**src/rtl/seg_display_encoder.sv**
```systemverilog
// seg_display_encoder
//   Reads back a two-digit signed 7-segment display and recovers the 4-bit
//   two's-complement value it shows. The segment drives are active-low.
//   A pattern is decoded only after it has been sampled STABLE_COUNT times
//   in a row. Each stable pattern is delivered once, over a valid/ready
//   handshake.
//
// Ports
//   clk        system clock, rising edge
//   reset      synchronous, active-high reset
//   sample_en  capture seg0/seg1 on this edge
//   seg0       magnitude digit {a,b,c,d,e,f,g}, active-low
//   seg1       sign digit {a,b,c,d,e,f,g}, active-low
//   out_ready  consumer accepts the result
//   out_valid  result available
//   value      decoded two's-complement value (4'h0 on error)
//   error      sampled pattern was not a legal encoding
//   err_count  (SEG_ENC_ERR_CNT_EN only) saturating count of accepted
//              error results
//
// Optional feature macro: SEG_ENC_ERR_CNT_EN
module seg_display_encoder #(
  parameter int STABLE_COUNT = 3
) (
  input  logic       clk,
  input  logic       reset,
  input  logic       sample_en,
  input  logic [6:0] seg0,
  input  logic [6:0] seg1,
  input  logic       out_ready,
  output logic       out_valid,
  output logic [3:0] value,
`ifdef SEG_ENC_ERR_CNT_EN
  output logic       error,
  output logic [7:0] err_count
`else
  output logic       error
`endif
);

  localparam int CW = $clog2(STABLE_COUNT + 1);
  localparam logic [CW-1:0] CNT_MAX = CW'(STABLE_COUNT);

  typedef enum logic {S_TRACK, S_OUT} state_t;

  state_t        state_q, state_d;
  logic [CW-1:0] count_q, count_d, cnt_upd;
  logic [13:0]   prev_q, prev_d;
  logic          done_q, done_d, done_upd;
  logic          out_valid_q, out_valid_d;
  logic [3:0]    value_q, value_d;
  logic          error_q, error_d;
  logic [13:0]   pat;

  // Returns {error, value} for a {sign, magnitude} segment pattern.
  function automatic logic [4:0] decode(input logic [13:0] p);
    logic [3:0] m;
    logic       m_ok;
    logic [4:0] r;
    m_ok = 1'b1;
    m    = 4'd0;
    case (p[6:0])
      7'b0000001: m = 4'd0;
      7'b1001111: m = 4'd1;
      7'b0010010: m = 4'd2;
      7'b0000110: m = 4'd3;
      7'b1001100: m = 4'd4;
      7'b0100100: m = 4'd5;
      7'b0100000: m = 4'd6;
      7'b0001111: m = 4'd7;
      7'b0000000: m = 4'd8;
      default:    m_ok = 1'b0;
    endcase
    r = {1'b1, 4'h0};
    if (m_ok) begin
      if (p[13:7] == 7'b1111111 && m <= 4'd7)
        r = {1'b0, m};
      else if (p[13:7] == 7'b1111110 && m >= 4'd1)
        r = {1'b0, 4'd0 - m};  // -8 wraps to 4'b1000
    end
    return r;
  endfunction

  assign pat = {seg1, seg0};

  always_comb begin
    state_d     = state_q;
    count_d     = count_q;
    prev_d      = prev_q;
    done_d      = done_q;
    out_valid_d = out_valid_q;
    value_d     = value_q;
    error_d     = error_q;
    cnt_upd     = count_q;
    done_upd    = done_q;
    case (state_q)
      S_TRACK: begin
        if (sample_en) begin
          if (pat == prev_q) begin
            cnt_upd  = (count_q >= CNT_MAX) ? count_q : count_q + CW'(1);
            done_upd = done_q;
          end else begin
            prev_d   = pat;
            cnt_upd  = CW'(1);
            done_upd = 1'b0;
          end
          count_d = cnt_upd;
          done_d  = done_upd;
          // Emit on the sample that makes the pattern stable, once only.
          if (cnt_upd == CNT_MAX && !done_upd) begin
            {error_d, value_d} = decode(pat);
            out_valid_d        = 1'b1;
            done_d             = 1'b1;
            state_d            = S_OUT;
          end
        end
      end
      S_OUT: begin
        // Result held; prev/count/done kept so this pattern is not re-sent.
        if (out_ready) begin
          out_valid_d = 1'b0;
          state_d     = S_TRACK;
        end
      end
      default: state_d = S_TRACK;
    endcase
  end

  always_ff @(posedge clk) begin
    if (reset) begin
      state_q     <= S_TRACK;
      count_q     <= '0;
      prev_q      <= 14'h3FFF;
      done_q      <= 1'b0;
      out_valid_q <= 1'b0;
      value_q     <= 4'h0;
      error_q     <= 1'b0;
    end else begin
      state_q     <= state_d;
      count_q     <= count_d;
      prev_q      <= prev_d;
      done_q      <= done_d;
      out_valid_q <= out_valid_d;
      value_q     <= value_d;
      error_q     <= error_d;
    end
  end

  assign out_valid = out_valid_q;
  assign value     = value_q;
  assign error     = error_q;

`ifdef SEG_ENC_ERR_CNT_EN
  logic [7:0] err_count_q, err_count_d;

  always_comb begin
    err_count_d = err_count_q;
    if (out_valid_q && out_ready && error_q && err_count_q != 8'hFF)
      err_count_d = err_count_q + 8'd1;
  end

  always_ff @(posedge clk) begin
    if (reset) err_count_q <= 8'h00;
    else       err_count_q <= err_count_d;
  end

  assign err_count = err_count_q;
`endif

endmodule
```
**config.mk**
```make
export PLATFORM = sky130hd
export DESIGN_NAME = seg_display_encoder
export DESIGN_NICKNAME = d
export VERILOG_FILES = /design/src/rtl/seg_display_encoder.sv
export SDC_FILE = /design/constraint.sdc
export NUM_CORES = 1
export LEC_CHECK = 0
export CORE_MARGIN = 2
export CORE_UTILIZATION = 45
export DETAILED_ROUTE_END_ITERATION = 7
export GPL_TIMING_DRIVEN = 1
export HOLD_SLACK_MARGIN = 0.02
export PLACE_DENSITY = 0.79
export SYNTH_ARGS = -nofsm -noshare
export SYNTH_HDL_FRONTEND = slang
export SYNTH_SLANG_ARGS = --single-unit
```
**constraint.sdc**
```tcl
create_clock -name clk -period 3.6 [get_ports clk]
set_clock_uncertainty 0.1 [all_clocks]
set_input_delay 0.36 -clock clk [delete_from_list [all_inputs] [get_ports clk]]
set_output_delay 0.36 -clock clk [all_outputs]
set_load 0.01 [all_outputs]
```
==> results of run 1 <==
-- final cells by class --
cell class | instances | area share (%)
Clock buffer | 3 | 1.31
Inverter | 3 | 0.653
Multi-Input combinational cell | 127 | 50.2
Sequential cell | 24 | 27.8
Tap cell | 44 | 3.19
Timing Repair Buffer | 31 | 16.8
-- metrics by stage --
stage	hold WS [ns]	std cells
floorplan	0.354	167
global placement	0.341	229
detailed placement	0.345	229
CTS	0.362	232
global route	0.386	232
finish	0.360	232
-- how the worst max path moves through the flow --
stage	to	cells past startpoint	startpoint	slack, ns
2_1_floorplan	value[2]	11	seg0[6]	0.78
3_3_place_gp	value[2]	11	seg0[1]	0.34
3_5_place_dp	value[2]	11	seg0[1]	0.19
4_1_cts	value[2]	11	seg0[1]	0.50
5_1_grt	value[2]	11	seg0[1]	0.41
6_report	value[2]	11	seg0[1]	0.48
-- routing by layer --
metal	vias to the layer above	global-route usage, %	share of wire (%)
li1	639	-	-
met1	579	20.4	44
met2	37	32.9	51
met3	6	4.98	4.6
met4	0	5.08	0.84
met5	-	0	0
-- power breakdown --
group	internal (mW)	switching (mW)
Sequential	0.278	0.00763
Clock	0.0391	0.0738
Combinational	0.0584	0.0498
-- layout by cell type (no fill, tap or decap), types with 2 or more instances in the layout --
| master | instances |
|---|---|
| ha_1 | 2 |
| nor2b_1 | 17 |
| dfxtp_1 | 24 |
| inv_1 | 3 |
| nand2_1 | 16 |
| nand3_1 | 2 |
| a211o_1 | 13 |
| or4_4 | 2 |
| nor4_1 | 2 |
| buf_4 | 8 |
| xnor2_1 | 16 |
| o21ai_0 | 3 |
| nor2_1 | 8 |
| a21oi_1 | 8 |
| nor3_1 | 4 |
| or3_1 | 4 |
| clkbuf_4 | 3 |
| nor3b_1 | 2 |
| nand4_1 | 4 |
| clkdlybuf4s50_1 | 23 |
| a31oi_1 | 3 |
-- worst register-to-register path, stage by stage (launching register included) --
cell and delay [ns]:
dfxtp_1 0.34, xnor2_1 0.17, nand4_1 0.13, nor4_1 0.36
buf_4 0.19, nand2_1 0.19, or3_1 0.43, a21oi_1 0.16
-- kinds of logic (layout without fill, tap and decap cells) --
family                   Yosys count  in the layout  share of synthesized area, %
AO/OA/AOI/OAI                     38             38                          20.2
XOR/XNOR                          17             17                          10.5
adder cells (fa/ha/maj)            2              2                          1.77
buffers and inverters             16             37                          4.86
flip-flops                        24             24                          34.0
AND/OR/NAND/NOR                   70             70                          28.7
-- flip-flops by register name (all words and copies together) (netlist names) --
signal and cells:
state_q 1, out_valid 1, count_q 2, done_q 1
prev_q 14, value 4, error 1
==> flow_metrics.env, run 1 <==
export IMPL_status="finished clean"
export IMPL_r2r_end="value[2]"
export IMPL_tightest_slew_ns=0.865
export IMPL_crit_path_end_kind="flip-flop"
export IMPL_nNetsFinal=210
export IMPL_hold_start="value[3]"
export IMPL_yosysTopAreaCell="dfxtp_1"
export IMPL_dp_hpwl_mm=2.20
export IMPL_die_h_um=60.1
export IMPL_syn_to_final_growth_pct=21.9
export IMPL_reg2reg_setup_slack_ns=1.45
export IMPL_required_ns=3.73
export IMPL_die_area_sq_um=3610
export IMPL_setup_viol=0
export IMPL_ctsHtreeMaxLevel=1
export IMPL_fin_tns_setup_ns=0
export IMPL_period_share_pct=86.8
export IMPL_drive_gt1_share_pct=10.1
export IMPL_drc=0
export IMPL_rows=20
export IMPL_coreArea_sq_um=3030
export IMPL_synthArstFlopShare_pct=0
export IMPL_post_cts_setup_buffers=0
export IMPL_synth_edf_count=0
export IMPL_start_util_pct=46.7
export IMPL_seq_area_frac_synth_pct=34.0
export IMPL_synth_top_area_share_pct=34.0
export IMPL_path_max_fanout=4
export IMPL_cts_made_buffers=3
export IMPL_start_kind="input port"
export IMPL_report_final_slew_viol_count=0
export IMPL_fin_ws_ns=0.476
export IMPL_rr_worst_depth=7
export IMPL_ys_warn_count=0
export IMPL_crit_family="simple AND/OR/NAND/NOR gates"
export IMPL_placed_area_sq_um=1700
export IMPL_diodes=0
export IMPL_viasPerCell=5.44
export IMPL_gr_usage_all_layers_pct=18.1
export IMPL_finish_utilization_pct=57.0
export IMPL_dp_slack_ns=0.189
export IMPL_ctsHoldBuffers=0
export IMPL_grt_antenna_before_repair=0
export IMPL_synth_ff_type="dfxtp_1"
export IMPL_final_antenna_net_count=0
export IMPL_total_leakage_power_nw=0.609
export IMPL_ctsRootBufferMaster="clkbuf_4"
export IMPL_slowest_delay_ns=0.57
export IMPL_netlist_area_sq_um=1420
export IMPL_clk_pin_slew_ns=0.12
export IMPL_io_buffers=23
export IMPL_cts_path_max_buffers=2
export IMPL_synth_area_per_cell_sq_um=8.47
export IMPL_maxClockFrequency_mhz=320
export IMPL_wl_mm=2.99
export IMPL_synth_cell_types=42
export IMPL_syn_nets=187
export IMPL_design_area_sq_um=1730
export IMPL_path_class="input port to flip-flop"
export IMPL_synth_commonest_cells="dfxtp_1 (24), nor2b_1 (17), nand2_1 (16), xnor2_1 (16), a211o_1 (13)"
export IMPL_rsz0062_at_grt="no"
export IMPL_fin_crit_ns=3.12
export IMPL_crit_path_top_delay_cell="or4_4"
export IMPL_cp_buffers_inverters=1
export IMPL_grt_pass1_vias=1185
export IMPL_place_congestion=0.807
export IMPL_multi_input_area_sq_um=866
export IMPL_vias=1261
export IMPL_dr_pass1_iters=4
export IMPL_hold_depth=2
export IMPL_drv_cap=0
export IMPL_clk_latency_ns=0.31
export IMPL_register_area_sq_um=480
export IMPL_wl_per_cell_um=12.9
export IMPL_rr_startpoint="prev_q[5]"
export IMPL_hold_viol=0
export IMPL_cts_tree="done"
export IMPL_path_cells="clkdlybuf4s50_1 -> or4_4 -> or3b_2 -> o21ai_0 -> nor2_1 -> ha_1 -> o311a_2 -> nand3_1 -> o211ai_1 -> or3_1 -> a21oi_1"
export IMPL_worstPathArrival_ns=3.25
export IMPL_syn_instance_count=167
export IMPL_p_total_mw=0.507
export IMPL_io_pins=24
export IMPL_grt_pass1_wl_mm=4.99
export IMPL_grt_max_degree=31
export IMPL_postCtsResizedCells=0
export IMPL_grt_overflow=0
export IMPL_drt_initial_drc_count=30
export IMPL_synth_most_common_cell="dfxtp_1"
export IMPL_synth_area_leaders="dfxtp_1 (34%), xnor2_1 (9.9%), a211o_1 (8.0%), nor2b_1 (7.5%), nand2_1 (4.2%)"
export IMPL_p_per_area_nw_per_um2=294
export IMPL_clock_sinks=24
export IMPL_slew_limit_headroom_pct=42.2
export IMPL_vdd_drop_max_mv=0.226
export IMPL_fp_dieW_um=60.1
export IMPL_hold_path_class="flip-flop to flip-flop"
export IMPL_final_fill_count=275
export IMPL_min_to="value[3]"
export IMPL_ys_seq_elements=24
Note: power is estimated with default switching activity, not from simulation.
==> run 2: changes to the inputs <==
--- a/config.mk
+++ b/config.mk
@@ -5,6 +5,7 @@
 export SDC_FILE = /design/constraint.sdc
 export NUM_CORES = 1
 export LEC_CHECK = 0
+export CAP_MARGIN = 40
 export CORE_MARGIN = 2
 export CORE_UTILIZATION = 45
 export DETAILED_ROUTE_END_ITERATION = 7
==> constraint.sdc (replaced) <==
create_clock -name clk -period 3.6 [get_ports clk]
set_clock_uncertainty 0.1 [all_clocks]
set_input_delay 0.54 -clock clk [delete_from_list [all_inputs] [get_ports clk]]
set_output_delay 0.54 -clock clk [all_outputs]
set_load 0.01 [all_outputs]
==> flow_metrics.env, run 2 (synthesized netlist as in run 1, its figures left out) <==
export IMPL_status="finished clean"
export IMPL_fin_crit_ns=3.25
export IMPL_cts_made_buffers=3
export IMPL_top_register="prev_q"
export IMPL_syn_to_final_growth_pct=24.0
export IMPL_dp_hpwl_mm=2.30
export IMPL_hold_path_class="flip-flop to flip-flop"
export IMPL_drc=0
export IMPL_finish_utilization_pct=57.9
export IMPL_slew_limit_headroom_pct=40.7
export IMPL_tightest_slew_ns=0.886
export IMPL_post_cts_setup_buffers=0
export IMPL_final_cells=235
export IMPL_gr_usage_all_layers_pct=18.0
export IMPL_nNetsFinal=212
export IMPL_path_max_fanout=4
export IMPL_coreArea_sq_um=3030
export IMPL_grtUsageMet2_pct=33.5
export IMPL_diodes=0
export IMPL_wl_per_cell_um=12.9
export IMPL_p_total_mw=0.534
export IMPL_rsz0062_at_grt="no"
export IMPL_place_congestion=0.839
export IMPL_largest_reg_flops=14
export IMPL_period_share_pct=90.3
export IMPL_start_kind="input port"
export IMPL_die_area_sq_um=3610
export IMPL_total_leakage_power_nw=0.626
export IMPL_ctsHtreeMaxLevel=1
export IMPL_final_common_cell="dfxtp_1"
export IMPL_grt_pass1_vias=1210
export IMPL_grt_pass1_wl_mm=5.04
export IMPL_placed_area_sq_um=1720
export IMPL_grt_max_degree=25
export IMPL_grt_antenna_before_repair=0
export IMPL_drive_gt1_share_pct=11.5
export IMPL_crit_path_end_kind="flip-flop"
export IMPL_p_per_area_nw_per_um2=305
export IMPL_required_ns=3.73
export IMPL_cts_tree="done"
export IMPL_setup_viol=0
export IMPL_report_final_slew_viol_count=0
export IMPL_ctsRootBufferMaster="clkbuf_4"
export IMPL_postCtsResizedCells=0
export IMPL_io_pins=24
export IMPL_dr_pass1_iters=4
export IMPL_drt_initial_drc_count=36
export IMPL_vias=1262
export IMPL_hold_viol=0
export IMPL_grt_use_met1_pct=20.9
export IMPL_cts_path_max_buffers=2
export IMPL_rows=20
export IMPL_path_class="input port to flip-flop"
export IMPL_viasPerCell=5.37
export IMPL_final_fill_count=292
export IMPL_ctsHoldBuffers=0
export IMPL_fp_dieW_um=60.1
export IMPL_start_util_pct=46.7
export IMPL_clk_pin_slew_ns=0.13
export IMPL_clk_latency_ns=0.31
export IMPL_fin_tns_setup_ns=0
export IMPL_wl_mm=3.03
export IMPL_grt_overflow=0
export IMPL_dp_cells=231
export IMPL_use_met3_pct=4.76
export IMPL_worstPathArrival_ns=3.38
export IMPL_vdd_drop_max_mv=0.265
export IMPL_io_buffers=23
export IMPL_layout_common_cells="dfxtp_1 (24), clkdlybuf4s50_1 (23), nor2b_1 (17), nand2_1 (16), xnor2_1 (16)"
export IMPL_design_area_sq_um=1750
export IMPL_final_antenna_net_count=0
export IMPL_drv_cap=0
export IMPL_die_h_um=60.1
export IMPL_busiest_layer="met2"
export IMPL_clock_sinks=24
export IMPL_maxClockFrequency_mhz=308
-- run 2: critical path, stage by stage --
cell and delay (ns):
clkdlybuf4s50_1 0.43, or4_4 0.58, or3b_2 0.50, o21ai_0 0.15, nor2_1 0.10, ha_1 0.22
o311a_2 0.13, nand3_1 0.10, o211ai_1 0.12, or3_1 0.37, a21oi_1 0.15
-- run 2: stage by stage --
stage                     hold WS (ns)  setup slack (ns)
after floorplan                  0.363             0.604
after global placement           0.341             0.155
after detailed placement         0.350            0.0256
after CTS                        0.368             0.363
after global routing             0.386             0.233
final                            0.363             0.349
-- run 2: final timing paths --
check / startpoint / to / slack (ns) / cells past startpoint
worst max-delay path: seg0[1] / value[2] / 0.35 / 11
worst min-delay path: out_valid / out_valid / 0.36 / 2
worst max register to register: prev_q[3] / value[0] / 1.55 / 7
worst min register to register: out_valid / out_valid / 0.36 / 2
-- run 2: power breakdown --
part / switching, mW / total, mW / internal [mW]
clock network: 0.0774 / 0.139 / 0.0618
logic: 0.0501 / 0.110 / 0.0598
registers: 0.00739 / 0.285 / 0.278
-- run 2: final cells by class --
type	instances	area [sq um]	share of cell area (%)
clock buffer	4	36.3	2.07
inverter	3	11.3	0.642
multi-input combinational	127	866	49.4
sequential	24	480	27.4
tap	44	55.1	3.14
timing repair buffer	33	305	17.4
-- run 2: routing by layer --
layer | routed length, um | part of all wire (%)
met4 | 12 | 0.40
met2 | 1500 | 49
met3 | 175 | 5.8
met1 | 1340 | 44
met5 | 0 | 0
==> run 3: changes to the inputs <==
--- a/config.mk
+++ b/config.mk
@@ -6,7 +6,7 @@
 export NUM_CORES = 1
 export LEC_CHECK = 0
 export CAP_MARGIN = 40
-export CORE_MARGIN = 2
+export CORE_MARGIN = 5
 export CORE_UTILIZATION = 45
 export DETAILED_ROUTE_END_ITERATION = 7
 export GPL_TIMING_DRIVEN = 1
==> flow_metrics.env, run 3 (synthesized netlist as in run 1, its figures left out) <==
export IMPL_status="finished clean"
export IMPL_fp_dieW_um=66.1
export IMPL_crit_path_top_delay_cell="or4_4"
export IMPL_period_share_pct=90.9
export IMPL_path_max_fanout=4
export IMPL_fin_crit_ns=3.27
export IMPL_wl_met3_um=184
export IMPL_setup_viol=0
export IMPL_tightest_slew_ns=0.848
export IMPL_gr_usage_all_layers_pct=14.6
export IMPL_rr_startpoint="prev_q[7]"
export IMPL_coreArea_sq_um=3030
export IMPL_met1_length_mm=1.33
export IMPL_wl_per_cell_um=13.3
export IMPL_report_final_slew_viol_count=0
export IMPL_final_fill_count=284
export IMPL_dp_cells=231
export IMPL_highest_layer="met4"
export IMPL_clk_latency_ns=0.31
export IMPL_clk_pin_slew_ns=0.12
export IMPL_hold_viol=0
export IMPL_ctsHtreeMaxLevel=1
export IMPL_wl_mm=3.12
export IMPL_path_class="input port to flip-flop"
export IMPL_largest_reg_flops=14
export IMPL_start_util_pct=46.7
export IMPL_grt_overflow=0
export IMPL_cp_startpoint="seg0[1]"
export IMPL_path_cells="clkdlybuf4s50_1 -> or4_4 -> or3b_2 -> o21ai_0 -> nor2_1 -> ha_1 -> o311a_2 -> nand3_1 -> o211ai_1 -> or3_1 -> a21oi_1"
export IMPL_io_pins=24
export IMPL_fin_tns_setup_ns=0
export IMPL_worstPathArrival_ns=3.40
export IMPL_hold_path_class="flip-flop to flip-flop"
export IMPL_ctsHoldBuffers=0
export IMPL_total_leakage_power_nw=0.626
export IMPL_hold_start="out_valid"
export IMPL_grt_max_degree=25
export IMPL_diodes=0
export IMPL_die_area_sq_um=4370
export IMPL_rsz0062_at_grt="no"
export IMPL_final_cells=235
export IMPL_rows=20
export IMPL_grt_pass1_wl_mm=5.11
export IMPL_dp_hpwl_mm=2.43
export IMPL_die_h_um=66.1
export IMPL_drive_gt1_share_pct=11.5
export IMPL_post_cts_setup_buffers=0
export IMPL_ctsRootBufferMaster="clkbuf_4"
export IMPL_start_kind="input port"
export IMPL_grt_pass1_vias=1164
export IMPL_maxClockFrequency_mhz=306
export IMPL_vias=1294
export IMPL_cts_made_buffers=3
export IMPL_postCtsResizedCells=0
export IMPL_dr_pass1_iters=4
export IMPL_wl_met2_mm=1.58
export IMPL_cts_path_max_buffers=2
export IMPL_top_register="prev_q"
export IMPL_crit_path_end_kind="flip-flop"
export IMPL_drt_initial_drc_count=63
export IMPL_place_congestion=0.814
export IMPL_vdd_drop_max_mv=0.293
export IMPL_grt_antenna_before_repair=0
export IMPL_p_per_area_nw_per_um2=304
export IMPL_syn_to_final_growth_pct=24.0
export IMPL_slew_limit_headroom_pct=43.3
export IMPL_slowest_delay_ns=0.56
export IMPL_drc=0
export IMPL_cts_tree="done"
export IMPL_drv_cap=0
export IMPL_required_ns=3.73
export IMPL_final_antenna_net_count=0
export IMPL_worst_hold_slack_ns=0.367
export IMPL_final_common_cell="dfxtp_1"
export IMPL_io_buffers=23
export IMPL_nNetsFinal=212
export IMPL_viasPerCell=5.51
export IMPL_clock_sinks=24
export IMPL_layout_common_cells="dfxtp_1 (24), clkdlybuf4s50_1 (23), nor2b_1 (17), nand2_1 (16), xnor2_1 (16)"
## run 3: report_power, final
part,internal (mW),total (mW),switching [mW]
clock,0.0618,0.138,0.0758
combinational,0.0598,0.110,0.0498
sequential,0.278,0.285,0.00758
total,0.399,0.533,0.133
## run 3: metrics by stage
step | power [mW] | area (sq um) | util, % | setup slack [ns]
after detailed placement | 0.401 | 1720 | 56.7 | 0.0190
after CTS | 0.540 | 1750 | 57.9 | 0.360
final | 0.533 | 1750 | 57.9 | 0.328
after global placement | 0.396 | 1720 | 56.7 | 0.149
after global routing | 0.566 | 1750 | 57.9 | 0.207
after floorplan | 0.360 | 1420 | - | 0.604
## run 3: per-layer routing
| layer | track usage [%] | vias up |
|---|---|---|
| li1 | - | 646 |
| met1 | 17.6 | 606 |
| met2 | 25.9 | 38 |
| met3 | 4.25 | 4 |
| met4 | 2.28 | 0 |
| met5 | 0 | - |
## run 3: path summary, 6_finish.rpt
path / end / slack [ns] / cells past startpoint
setup reg to reg: value[2] / 1.46 / 7
setup / recovery: value[2] / 0.33 / 11
hold reg to reg: out_valid / 0.37 / 2
hold / removal: out_valid / 0.37 / 2
## run 3: critical path, delay by kind of cell
kind	cells	cell delay, ns
AND/OR/NAND/NOR	5	1.64
adder cells (fa/ha/maj)	1	0.21
AO/OA/AOI/OAI	4	0.59
buffers and inverters	1	0.42
## run 3: area by class of cell
| type | instances | area (sq um) | share of cell area (%) |
|---|---|---|---|
| multi-input combinational | 127 | 866 | 49.4 |
| sequential | 24 | 480 | 27.4 |
| timing repair buffer | 33 | 305 | 17.4 |
| tap | 44 | 55.1 | 3.14 |
| clock buffer | 4 | 36.3 | 2.07 |
| inverter | 3 | 11.3 | 0.642 |
